<file path="src/rtl/frame_scheduler.sv">
// Game/LED-matrix sequencer: one action step pulse per tick, then a row-multiplexed scan of a frame snapshot.
// Optional build macro FRAME_SCHED_BLANK_EN adds one blanked trailing clock to every row slot.
module frame_scheduler #(
    parameter int GS              = 8,
    parameter int ROW_CYCLES      = 4,
    parameter int FRAMES_PER_TICK = 2,
    parameter int SETTLE          = 2
) (
    input  logic               clk_i,
    input  logic               reset_i,
    input  logic               up_i,
    input  logic               down_i,
    input  logic               d_act_i,
    input  logic [GS*GS-1:0]   matrix_i,
    output logic               e_act_o,
    output logic               up_o,
    output logic               down_o,
    output logic [GS-1:0]      row_o,
    output logic [GS-1:0]      col_o,
    output logic               tick_o
);

`ifdef FRAME_SCHED_BLANK_EN
    localparam int SLOT = ROW_CYCLES + 1;
`else
    localparam int SLOT = ROW_CYCLES;
`endif
    localparam int SUB_W = $clog2(SLOT) + 1;
    localparam int ROW_W = $clog2(GS) + 1;
    localparam int FRM_W = $clog2(FRAMES_PER_TICK) + 1;
    localparam int SET_W = $clog2(SETTLE) + 1;

    localparam logic [SUB_W-1:0] SUB_LAST = SUB_W'(SLOT - 1);
    localparam logic [SUB_W-1:0] SUB_LIT  = SUB_W'(ROW_CYCLES);
    localparam logic [ROW_W-1:0] ROW_LAST = ROW_W'(GS - 1);
    localparam logic [FRM_W-1:0] FRM_LAST = FRM_W'(FRAMES_PER_TICK - 1);
    localparam logic [SET_W-1:0] SET_LAST = SET_W'(SETTLE);

    typedef enum logic [1:0] {ST_ACT, ST_SETTLE, ST_SCAN} state_t;

    state_t             st_q, st_n;
    logic [SET_W-1:0]   set_q, set_n;
    logic [SUB_W-1:0]   sub_q, sub_n;
    logic [ROW_W-1:0]   row_q, row_n;
    logic [FRM_W-1:0]   frm_q, frm_n;
    logic [GS*GS-1:0]   frame_q;
    logic [GS*GS-1:0]   src;
    logic [GS-1:0]      col_n;
    logic               snap, lit_n, tick_n;
    logic               up_lat, down_lat;

    // Next-state: an ACT state with no pulse issued yet (only right after reset) issues it first.
    always_comb begin
        st_n  = st_q;
        set_n = set_q;
        sub_n = sub_q;
        row_n = row_q;
        frm_n = frm_q;
        snap  = 1'b0;
        unique case (st_q)
            ST_ACT: begin
                if (e_act_o) begin
                    st_n  = ST_SETTLE;
                    set_n = SET_W'(1);
                end
            end
            ST_SETTLE: begin
                if (set_q >= SET_LAST && d_act_i) begin
                    st_n  = ST_SCAN;
                    snap  = 1'b1;
                    sub_n = '0;
                    row_n = '0;
                    frm_n = '0;
                end else if (set_q < SET_LAST) begin
                    set_n = set_q + 1'b1;
                end
            end
            ST_SCAN: begin
                if (sub_q == SUB_LAST) begin
                    sub_n = '0;
                    if (row_q == ROW_LAST) begin
                        row_n = '0;
                        if (frm_q == FRM_LAST) begin
                            frm_n = '0;
                            st_n  = ST_ACT;
                        end else begin
                            frm_n = frm_q + 1'b1;
                        end
                    end else begin
                        row_n = row_q + 1'b1;
                    end
                end else begin
                    sub_n = sub_q + 1'b1;
                end
            end
            default: st_n = ST_ACT;
        endcase
    end

    // The first lit row comes straight from matrix_i, since the buffer loads on the same edge.
    always_comb begin
        src   = snap ? matrix_i : frame_q;
        col_n = '0;
        for (int r = 0; r < GS; r++) begin
            if (row_n == ROW_W'(r)) col_n = src[r*GS +: GS];
        end
        lit_n  = (st_n == ST_SCAN) && (sub_n < SUB_LIT);
        tick_n = (st_n == ST_SCAN) && (sub_n == SUB_LAST) &&
                 (row_n == ROW_LAST) && (frm_n == FRM_LAST);
    end

    // Registered state, counters, snapshot buffer and outputs.
    always_ff @(posedge clk_i) begin
        if (reset_i) begin
            st_q     <= ST_ACT;
            set_q    <= '0;
            sub_q    <= '0;
            row_q    <= '0;
            frm_q    <= '0;
            frame_q  <= '0;
            up_lat   <= 1'b0;
            down_lat <= 1'b0;
            e_act_o  <= 1'b0;
            up_o     <= 1'b0;
            down_o   <= 1'b0;
            row_o    <= '0;
            col_o    <= '0;
            tick_o   <= 1'b0;
        end else begin
            st_q  <= st_n;
            set_q <= set_n;
            sub_q <= sub_n;
            row_q <= row_n;
            frm_q <= frm_n;
            if (snap) frame_q <= matrix_i;
            // The cycle just ended was ACT when e_act_o is high: reload, otherwise accumulate.
            up_lat   <= e_act_o ? up_i   : (up_lat   | up_i);
            down_lat <= e_act_o ? down_i : (down_lat | down_i);
            e_act_o  <= (st_n == ST_ACT);
            up_o     <= (st_n == ST_ACT) ? (up_lat   | up_i)   : 1'b0;
            down_o   <= (st_n == ST_ACT) ? (down_lat | down_i) : 1'b0;
            row_o    <= lit_n ? (GS'(1) << row_n) : '0;
            col_o    <= lit_n ? col_n : '0;
            tick_o   <= tick_n;
        end
    end

endmodule

</file>
<file path="config.mk">
export PLATFORM = sky130hd
export DESIGN_NAME = frame_scheduler
export DESIGN_NICKNAME = d
export VERILOG_FILES = /design/src/rtl/frame_scheduler.sv
export SDC_FILE = /design/constraint.sdc
export NUM_CORES = 1
export LEC_CHECK = 0
export ABC_AREA = 1
export CORE_MARGIN = 2
export CORE_UTILIZATION = 47
export CTS_BUF_LIST = sky130_fd_sc_hd__clkbuf_16
export DETAILED_ROUTE_END_ITERATION = 6
export GPL_TIMING_DRIVEN = 0
export PLACE_DENSITY = 0.84
export SLEW_MARGIN = 0
export SYNTH_ARGS = -nofsm -noshare
export SYNTH_HDL_FRONTEND = slang
export SYNTH_SLANG_ARGS = --single-unit
</file>
<file path="constraint.sdc">
create_clock -name clk_i -period 2.2 [get_ports clk_i]
set_clock_uncertainty 0.2 [all_clocks]
set_input_delay 0.44 -clock clk_i [delete_from_list [all_inputs] [get_ports clk_i]]
set_output_delay 0.44 -clock clk_i [all_outputs]
set_load 0.05 [all_outputs]
</file>
==> results.yml, run 1 <==
run_status:
  outcome: "finished with violations"
  violations: "setup timing"
sta:
  finalHoldViolCount: 0
  max_clk_rate_mhz: 396
  rsz0062_at_grt: "true"
  layout_setup_ws_ns: -0.325
  worst-slew-pin-transition_ns: 0.584
  final_min_period_over_clock_period_pct: 115
  finalSetupTns_ns: -2.45
  slew_headroom_pct: 61.1
  final.min_clock_period_ns: 2.52
  timing.hold.ws_ns: 0.272
  final_number_of_setup_violating_endpoints: 17
  final-max-slew-violation-count: 0
power:
  power.share.switching_pct: 26.1
  power.combinational.fraction_pct: 17.3
  p_leak_nw: 3.27
  clkPwrFrac_pct: 39.7
  power_mw: 4.33
  switchingPower_mw: 1.13
  power_per_cell_area_nw_per_um2: 617
  worst_ir_drop_vdd_uv: 328
  sequential_power_share_pct: 43.0
  p_int_mw: 3.20
final_layout:
  insertedDiodeCount: 0
  drive_above_1_share_pct: 27.3
  multi_input_gate_area_in_the_final_layout_um2: 2650
  flow.area_growth_from_synthesis_pct: 55.4
  finalNonFillerCells: 905
  fillCellCount: 614
  seqCellArea_um2: 1990
  nets: 847
  layout.core_utilization_pct: 75.6
  final_design_area_no_fill_um2: 7020
worst_setup_path:
  critPathMostFrequentCell: "sky130_fd_sc_hd__nand3_1"
  critical_r2r_capture: "col_o[7]$_SDFF_PP0_"
  reg2regPathDepth: 16
  reg2reg_setup_slack_ns: -0.32
  regToRegStartpoint: "st_q[1]$_SDFF_PP0_"
  max_stage_delay_ns: 0.39
  path_class: "flop to flop"
  setup.worst_path.end_class: "flop"
  worstPathMaxFanout: 9
  data_required_critical_path_ns: 2.24
  critical-path-slowest-cell: "sky130_fd_sc_hd__dfxtp_4"
  critPathLaunchType: "flop"
  critical_path.cell_chain: "inv_4, ha_4, nand3_1, nand2_1, inv_1, nand3_2, nand2_4, inv_4, nor2_4, buf_4, nand3_1, nand3_1, nor2_1, nand4_1, nand2_1, inv_1"
  arrival_ns: 2.57
clock_network:
  tritoncts_num_sinks: 99
  cts_buffer_depth: 2
  clockRootBuffer: "sky130_fd_sc_hd__clkbuf_16"
  htree_levels: 3
  insertion_delay_ns: 0.34
  cts-buffers-inserted: 9
  cts.reportedPaths.clkPinSlew_ns: 0.07
  clock_tree_from_tritoncts: "yes"
placement:
  gpl.final_weighted_congestion: 0.908
  numPortBuffers: 88
  dp_hpwl_um: 8930
  dp.cells: 833
  pre_cts_ws_ns: -0.641
  dpl_cell_area_um2: 5560
flow_run:
  cap_violations: 0
synth:
  synth_top_area_cell: "sky130_fd_sc_hd__dfxtp_1"
  synth-seq-area-share_pct: 43.9
  postSynthRegisterBits: 99
  postSynth.topFlopCell: "sky130_fd_sc_hd__dfxtp_1"
  syn-num-nets: 692
  synth_enable_flop_cells: 0
  yosys_warnings: 0
  synth_area_leaders: "sky130_fd_sc_hd__dfxtp_1 44%, sky130_fd_sc_hd__nand2_1 12%, sky130_fd_sc_hd__nor2_1 8.1%, sky130_fd_sc_hd__nand3_1 4.7%, sky130_fd_sc_hd__inv_1 4.2%"
  yosys.cell_types.count: 38
  syn_area_um2: 4520
  synth_top_area_share_pct: 43.9
  synth_cells: 616
  synth.avg_cell_area_um2: 7.33
  ys_async_sr_fraction_pct: 0
floorplan:
  floorplan.rows: 35
  die_w_um: 102
  dieHeight_um: 102
  fp.coreArea_um2: 9280
  top_level_ports: 89
  start_util_pct: 48.6
  die_area_um2: 10400
min_path:
  worstHoldEndpoint: "frame_q[8]$_SDFF_PP0_"
  hp-class: "flop to flop"
  hold_depth: 2
  worst_hold_startpoint: "frame_q[8]$_SDFF_PP0_"
global_route:
  initial_antenna_violation_count: 0
  grt_max_degree: 18
  grt.total_usage_pct: 27.9
  global_route_wire_length_before_repair_um: 22900
  overflow_left_after_global_routing: 0
  grt_pass1_vias: 4892
route:
  detail_route.wl_per_cell_um: 17.7
  detailedRoute.firstPassIterationCount: 6
  final_antenna_net_count: 0
  via_per_inst: 5.51
  drt_iter0_markers: 552
  routed-via-count: 4985
  route.final.wire_length_um: 16000
  detail_route.drc_violations: 0
==> sequential cells by signal, indices dropped and copies added, names as in the netlist, 2 cells and up <==
signal   cells
col_o        8
frame_q     64
frm_q        2
row_o        8
row_q        4
set_q        2
st_q         2
sub_q        3
==> placed cells by master, fill, tap and decap left out, types with 4 or more instances in the layout <==
master / Yosys / routed
sky130_fd_sc_hd__nor2_2: 2 / 7
sky130_fd_sc_hd__o21ai_1: 5 / 5
sky130_fd_sc_hd__nor2_4: 4 / 12
sky130_fd_sc_hd__mux2i_1: 16 / 9
sky130_fd_sc_hd__dfxtp_1: 99 / 91
sky130_fd_sc_hd__or2_2: 8 / 8
sky130_fd_sc_hd__mux2i_2: 0 / 4
sky130_fd_sc_hd__nand3_4: 1 / 4
sky130_fd_sc_hd__clkbuf_16: 0 / 13
sky130_fd_sc_hd__inv_2: 9 / 10
sky130_fd_sc_hd__buf_4: 3 / 42
sky130_fd_sc_hd__inv_1: 50 / 47
sky130_fd_sc_hd__dfxtp_2: 0 / 7
sky130_fd_sc_hd__clkdlybuf4s50_1: 0 / 87
sky130_fd_sc_hd__buf_6: 2 / 10
sky130_fd_sc_hd__buf_12: 0 / 8
sky130_fd_sc_hd__nand3_2: 2 / 17
sky130_fd_sc_hd__o21ai_0: 17 / 16
sky130_fd_sc_hd__a21oi_1: 36 / 36
sky130_fd_sc_hd__clkbuf_1: 10 / 7
sky130_fd_sc_hd__nand2_1: 147 / 129
sky130_fd_sc_hd__nor2_1: 98 / 86
sky130_fd_sc_hd__nand2_4: 2 / 13
sky130_fd_sc_hd__nand3_1: 42 / 24
sky130_fd_sc_hd__ha_4: 0 / 5
sky130_fd_sc_hd__nand4_1: 10 / 10
sky130_fd_sc_hd__or2_0: 8 / 8
sky130_fd_sc_hd__nand2_2: 10 / 15
==> worst max-delay path: cells and delay by family, from the launching register on <==
family,cells,cell delay (ns)
AND/OR/NAND/NOR,10,1.13
buffers and inverters,5,0.41
flip-flops,1,0.39
adder cells (fa/ha/maj),1,0.30
==> per-layer routing <==
| metal | up-vias | routed length (µm) | GRT usage [%] |
|---|---|---|---|
| met5 | - | 0 | 0 |
| met4 | 0 | 848 | 13.4 |
| met3 | 88 | 1180 | 3.76 |
| met2 | 296 | 8010 | 48.8 |
| met1 | 2332 | 5980 | 33.9 |
| li1 | 2269 | - | - |
==> kinds of logic (layout without fill, tap and decap cells) <==
logic type | after synthesis | after routing | share of synthesized area [%]
simple gates | 340 | 341 | 34.1
flops | 99 | 99 | 43.9
buf+inv | 85 | 244 | 7.87
compound gates | 69 | 69 | 8.62
mux | 16 | 16 | 3.55
fa+ha+maj | 7 | 7 | 1.94
==> area by class of cell <==
type                    instances  share of cell area [%]
well taps                     129                    2.30
multi-input cells             433                    37.7
clock inverters                 7                    1.39
clock buffers                   9                    3.21
inverters                      60                    3.32
flip-flops and latches         99                    28.4
repair buffers                143                    20.0
plain buffers                  25                    3.60
==> power by group through the flow <==
stage | registers (mW) | clock network, mW | logic (mW)
floorplan | 1.95 | 0 | 0.262
finish | 1.86 | 1.72 | 0.749
global placement | 1.90 | 0 | 0.527
global route | 1.87 | 1.79 | 0.805
CTS | 1.86 | 1.71 | 0.686
detailed placement | 1.90 | 0 | 0.538
==> cell usage after synthesis (2+ instances only) <==
library cell / instances
sky130_fd_sc_hd__nand3_2: 2
sky130_fd_sc_hd__or2_0: 8
sky130_fd_sc_hd__o21ai_1: 5
sky130_fd_sc_hd__buf_2: 6
sky130_fd_sc_hd__nand3_1: 42
sky130_fd_sc_hd__nand4_1: 10
sky130_fd_sc_hd__clkbuf_1: 10
sky130_fd_sc_hd__nand2_1: 147
sky130_fd_sc_hd__dfxtp_1: 99
sky130_fd_sc_hd__nor2_2: 2
sky130_fd_sc_hd__mux2i_1: 16
sky130_fd_sc_hd__a21oi_2: 3
sky130_fd_sc_hd__o21ai_2: 2
sky130_fd_sc_hd__inv_2: 9
sky130_fd_sc_hd__buf_1: 4
sky130_fd_sc_hd__ha_1: 7
sky130_fd_sc_hd__nand2_2: 10
sky130_fd_sc_hd__buf_4: 3
sky130_fd_sc_hd__o21ai_0: 17
sky130_fd_sc_hd__a21oi_1: 36
sky130_fd_sc_hd__inv_1: 50
sky130_fd_sc_hd__nand2_4: 2
sky130_fd_sc_hd__or2_2: 8
sky130_fd_sc_hd__nor2_1: 98
sky130_fd_sc_hd__nor3_2: 2
sky130_fd_sc_hd__nor4_2: 2
sky130_fd_sc_hd__nor2_4: 4
sky130_fd_sc_hd__buf_6: 2
==> how the worst max path moves through the flow <==
| stage | slack, ns | endpoint | start |
|---|---|---|---|
| CTS | -0.05 | col_o[4]$_SDFF_PP0_ | st_q[1]$_SDFF_PP0_ |
| detailed placement | -0.64 | col_o[4]$_SDFF_PP0_ | d_act_i |
| global placement | -0.63 | col_o[1]$_SDFF_PP0_ | d_act_i |
| floorplan | 0.08 | col_o[5]$_SDFF_PP0_ | st_q[1]$_SDFF_PP0_ |
| global route | -0.40 | col_o[7]$_SDFF_PP0_ | set_q[0]$_SDFFE_PP0P_ |
| finish | -0.32 | col_o[7]$_SDFF_PP0_ | st_q[1]$_SDFF_PP0_ |
==> what timing repair did <==
item / 4_1_cts / 5_1_grt
endpoints found under the setup margin: 25 / 29
gates cloned: 5 / 3
gates resized for setup: 126 / 34
setup buffers: 40 / 9
pin swaps: 45 / 27
hold buffers: 0 / 0
Power figures use the tool's default switching activity.
==> run 2: changes to the inputs <==
CAP_MARGIN = 5   (was not set)
CTS_CLUSTER_DIAMETER = 100   (was not set)
DONT_BUFFER_PORTS = 1   (was not set)
PLACE_DENSITY = 0.71   (was 0.84)
==> results.yml, run 2 (synthesized netlist as in run 1, its figures left out) <==
floorplan:
  start_util_pct: 48.6
  die_w_um: 102
  top_level_ports: 89
  dieHeight_um: 102
  die_area_um2: 10400
  floorplan.rows: 35
  fp.coreArea_um2: 9280
final_layout:
  nets: 739
  fillCellCount: 755
  regMostFlops: "frame_q"
  flow.area_growth_from_synthesis_pct: 28.2
  insertedDiodeCount: 0
  layout.cells.most_common: "sky130_fd_sc_hd__nand2_1"
  final_design_area_no_fill_um2: 5790
  largest_register_ffs: 64
  layout_common_cells: "138 x sky130_fd_sc_hd__nand2_1, 94 x sky130_fd_sc_hd__dfxtp_1, 81 x sky130_fd_sc_hd__nor2_1, 49 x sky130_fd_sc_hd__inv_1, 36 x sky130_fd_sc_hd__a21oi_1"
  reg_top3: "frame_q: 64 flops, col_o: 8 flops, row_o: 8 flops"
  drive_above_1_share_pct: 26.3
placement:
  dpl_cell_area_um2: 4680
  numPortBuffers: 0
  gpl.final_weighted_congestion: 0.901
  dp_hpwl_um: 8610
min_path:
  hold_depth: 2
  worst_hold_startpoint: "up_i"
  hp-class: "input pin to flop"
  worstHoldEndpoint: "up_lat$_SDFF_PP0_"
flow_run:
  cap_violations: 0
route:
  drt_iter0_markers: 358
  detail_route.wl_per_cell_um: 17.0
  detailedRoute.firstPassIterationCount: 7
  final_antenna_net_count: 0
  routed-via-count: 4335
  detail_route.drc_violations: 32
  via_per_inst: 5.44
  route.final.wire_length_um: 13600
sta:
  worst-slew-pin-transition_ns: 0.597
  finalHoldViolCount: 0
  final_number_of_setup_violating_endpoints: 17
  rsz0062_at_grt: "true"
  layout_setup_ws_ns: -0.209
  final_min_period_over_clock_period_pct: 110
  finalSetupTns_ns: -2.18
  final.min_clock_period_ns: 2.41
  timing.hold.ws_ns: 0.0422
  final-max-slew-violation-count: 0
  slew_headroom_pct: 60.2
  max_clk_rate_mhz: 415
global_route:
  grt_pass1_vias: 4118
  overflow_left_after_global_routing: 0
  grt.total_usage_pct: 24.2
  initial_antenna_violation_count: 0
  global_route_wire_length_before_repair_um: 19100
  grt_max_degree: 17
worst_setup_path:
  path_class: "flop to flop"
  timing.critical_path.depth: 12
  max_stage_delay_ns: 0.39
  setup.worst_path.end_class: "flop"
  worstPathMaxFanout: 6
  arrival_ns: 2.46
  critical-path-slowest-cell: "sky130_fd_sc_hd__dfxtp_4"
  data_required_critical_path_ns: 2.25
  critical_path.cell_chain: "inv_4, ha_4, buf_6, nand2_4, buf_4, inv_2, o21ai_0, nand2_1, a21boi_4, nand3_4, buf_12, nor4_4"
  critPathLaunchType: "flop"
  critical_r2r_capture: "row_o[4]$_SDFF_PP0_"
  crit_buf_inv: 5
  reg2regPathDepth: 12
  reg2reg_setup_slack_ns: -0.21
  path_delay_family: "simple AND/OR/NAND/NOR gates"
  regToRegStartpoint: "st_q[0]$_SDFF_PP0_"
power:
  p_leak_nw: 2.79
  power_per_cell_area_nw_per_um2: 706
  worst_ir_drop_vdd_uv: 429
clock_network:
  cts.reportedPaths.clkPinSlew_ns: 0.07
  insertion_delay_ns: 0.35
  cts-buffers-inserted: 9
  htree_levels: 3
  tritoncts_num_sinks: 99
  clock_tree_from_tritoncts: "yes"
  cts_buffer_depth: 2
  clockRootBuffer: "sky130_fd_sc_hd__clkbuf_16"
run_status:
  outcome: "finished with violations"
  violations: "DRC, setup timing"
-- run 2: cell types whose count changed in the layout (fill, tap and decap cells not counted), moves of 4 or more --
| cell | change |
|---|---|
| sky130_fd_sc_hd__buf_4 | -16 |
| sky130_fd_sc_hd__nor2_1 | -5 |
| sky130_fd_sc_hd__nand2_1 | +9 |
| sky130_fd_sc_hd__buf_12 | -5 |
| sky130_fd_sc_hd__dfxtp_2 | -5 |
| sky130_fd_sc_hd__clkdlybuf4s50_1 | -87 |
| sky130_fd_sc_hd__nand2_4 | -4 |
| sky130_fd_sc_hd__nand2_2 | -4 |
| sky130_fd_sc_hd__nor2_2 | +5 |
-- run 2: layer usage --
metal	vias to the layer above	share of wire (%)	track usage (%)
li1	2065	-	-
met1	2016	38	27.9
met2	211	50	40.0
met3	43	8.5	7.05
met4	0	3.6	13.8
met5	-	0	0
-- run 2: layout make-up --
type | count | area [µm²] | area share [%]
buffer | 25 | 208 | 3.59
clock buffer | 9 | 225 | 3.89
clock inverter | 7 | 92.6 | 1.60
inverter | 60 | 238 | 4.11
multi-input combinational | 434 | 2560 | 44.2
sequential | 99 | 2000 | 34.5
tap | 129 | 161 | 2.79
timing repair buffer | 34 | 308 | 5.32
-- run 2: where the power goes --
part,switching [mW],internal (mW)
clock,0.693,0.995
combinational,0.280,0.195
sequential,0.0857,1.84
-- run 2: stage by stage --
| step | cells | total power, mW | setup slack, ns | utilization (%) |
|---|---|---|---|---|
| 6_report | 797 | 4.09 | -0.209 | 62.3 |
| 5_1_grt | 797 | 4.22 | -0.302 | 62.3 |
| 4_1_cts | 781 | 4.02 | -0.0620 | 58.4 |
| 3_5_place_dp | 745 | 2.28 | -0.462 | 50.4 |
| 3_3_place_gp | 745 | 2.27 | -0.430 | 50.4 |
| 2_1_floorplan | 616 | 2.21 | 0.0821 | - |
-- run 2: how the worst max path moves through the flow --
stage	to	slack, ns	start
2_1_floorplan	col_o[5]$_SDFF_PP0_	0.08	st_q[1]$_SDFF_PP0_
3_3_place_gp	col_o[4]$_SDFF_PP0_	-0.43	set_q[0]$_SDFFE_PP0P_
3_5_place_dp	col_o[4]$_SDFF_PP0_	-0.46	set_q[0]$_SDFFE_PP0P_
4_1_cts	col_o[4]$_SDFF_PP0_	-0.06	st_q[1]$_SDFF_PP0_
5_1_grt	col_o[3]$_SDFF_PP0_	-0.30	st_q[0]$_SDFF_PP0_
6_report	row_o[4]$_SDFF_PP0_	-0.21	st_q[0]$_SDFF_PP0_
-- run 2: repair_timing --
item / 4_1_cts / 5_1_grt
buffers inserted: 18 / 14
endpoints found under the setup margin: 23 / 17
pin swaps: 17 / 26
hold buffers: 0 / 0
gates cloned: 2 / 4
resized for setup: 74 / 58
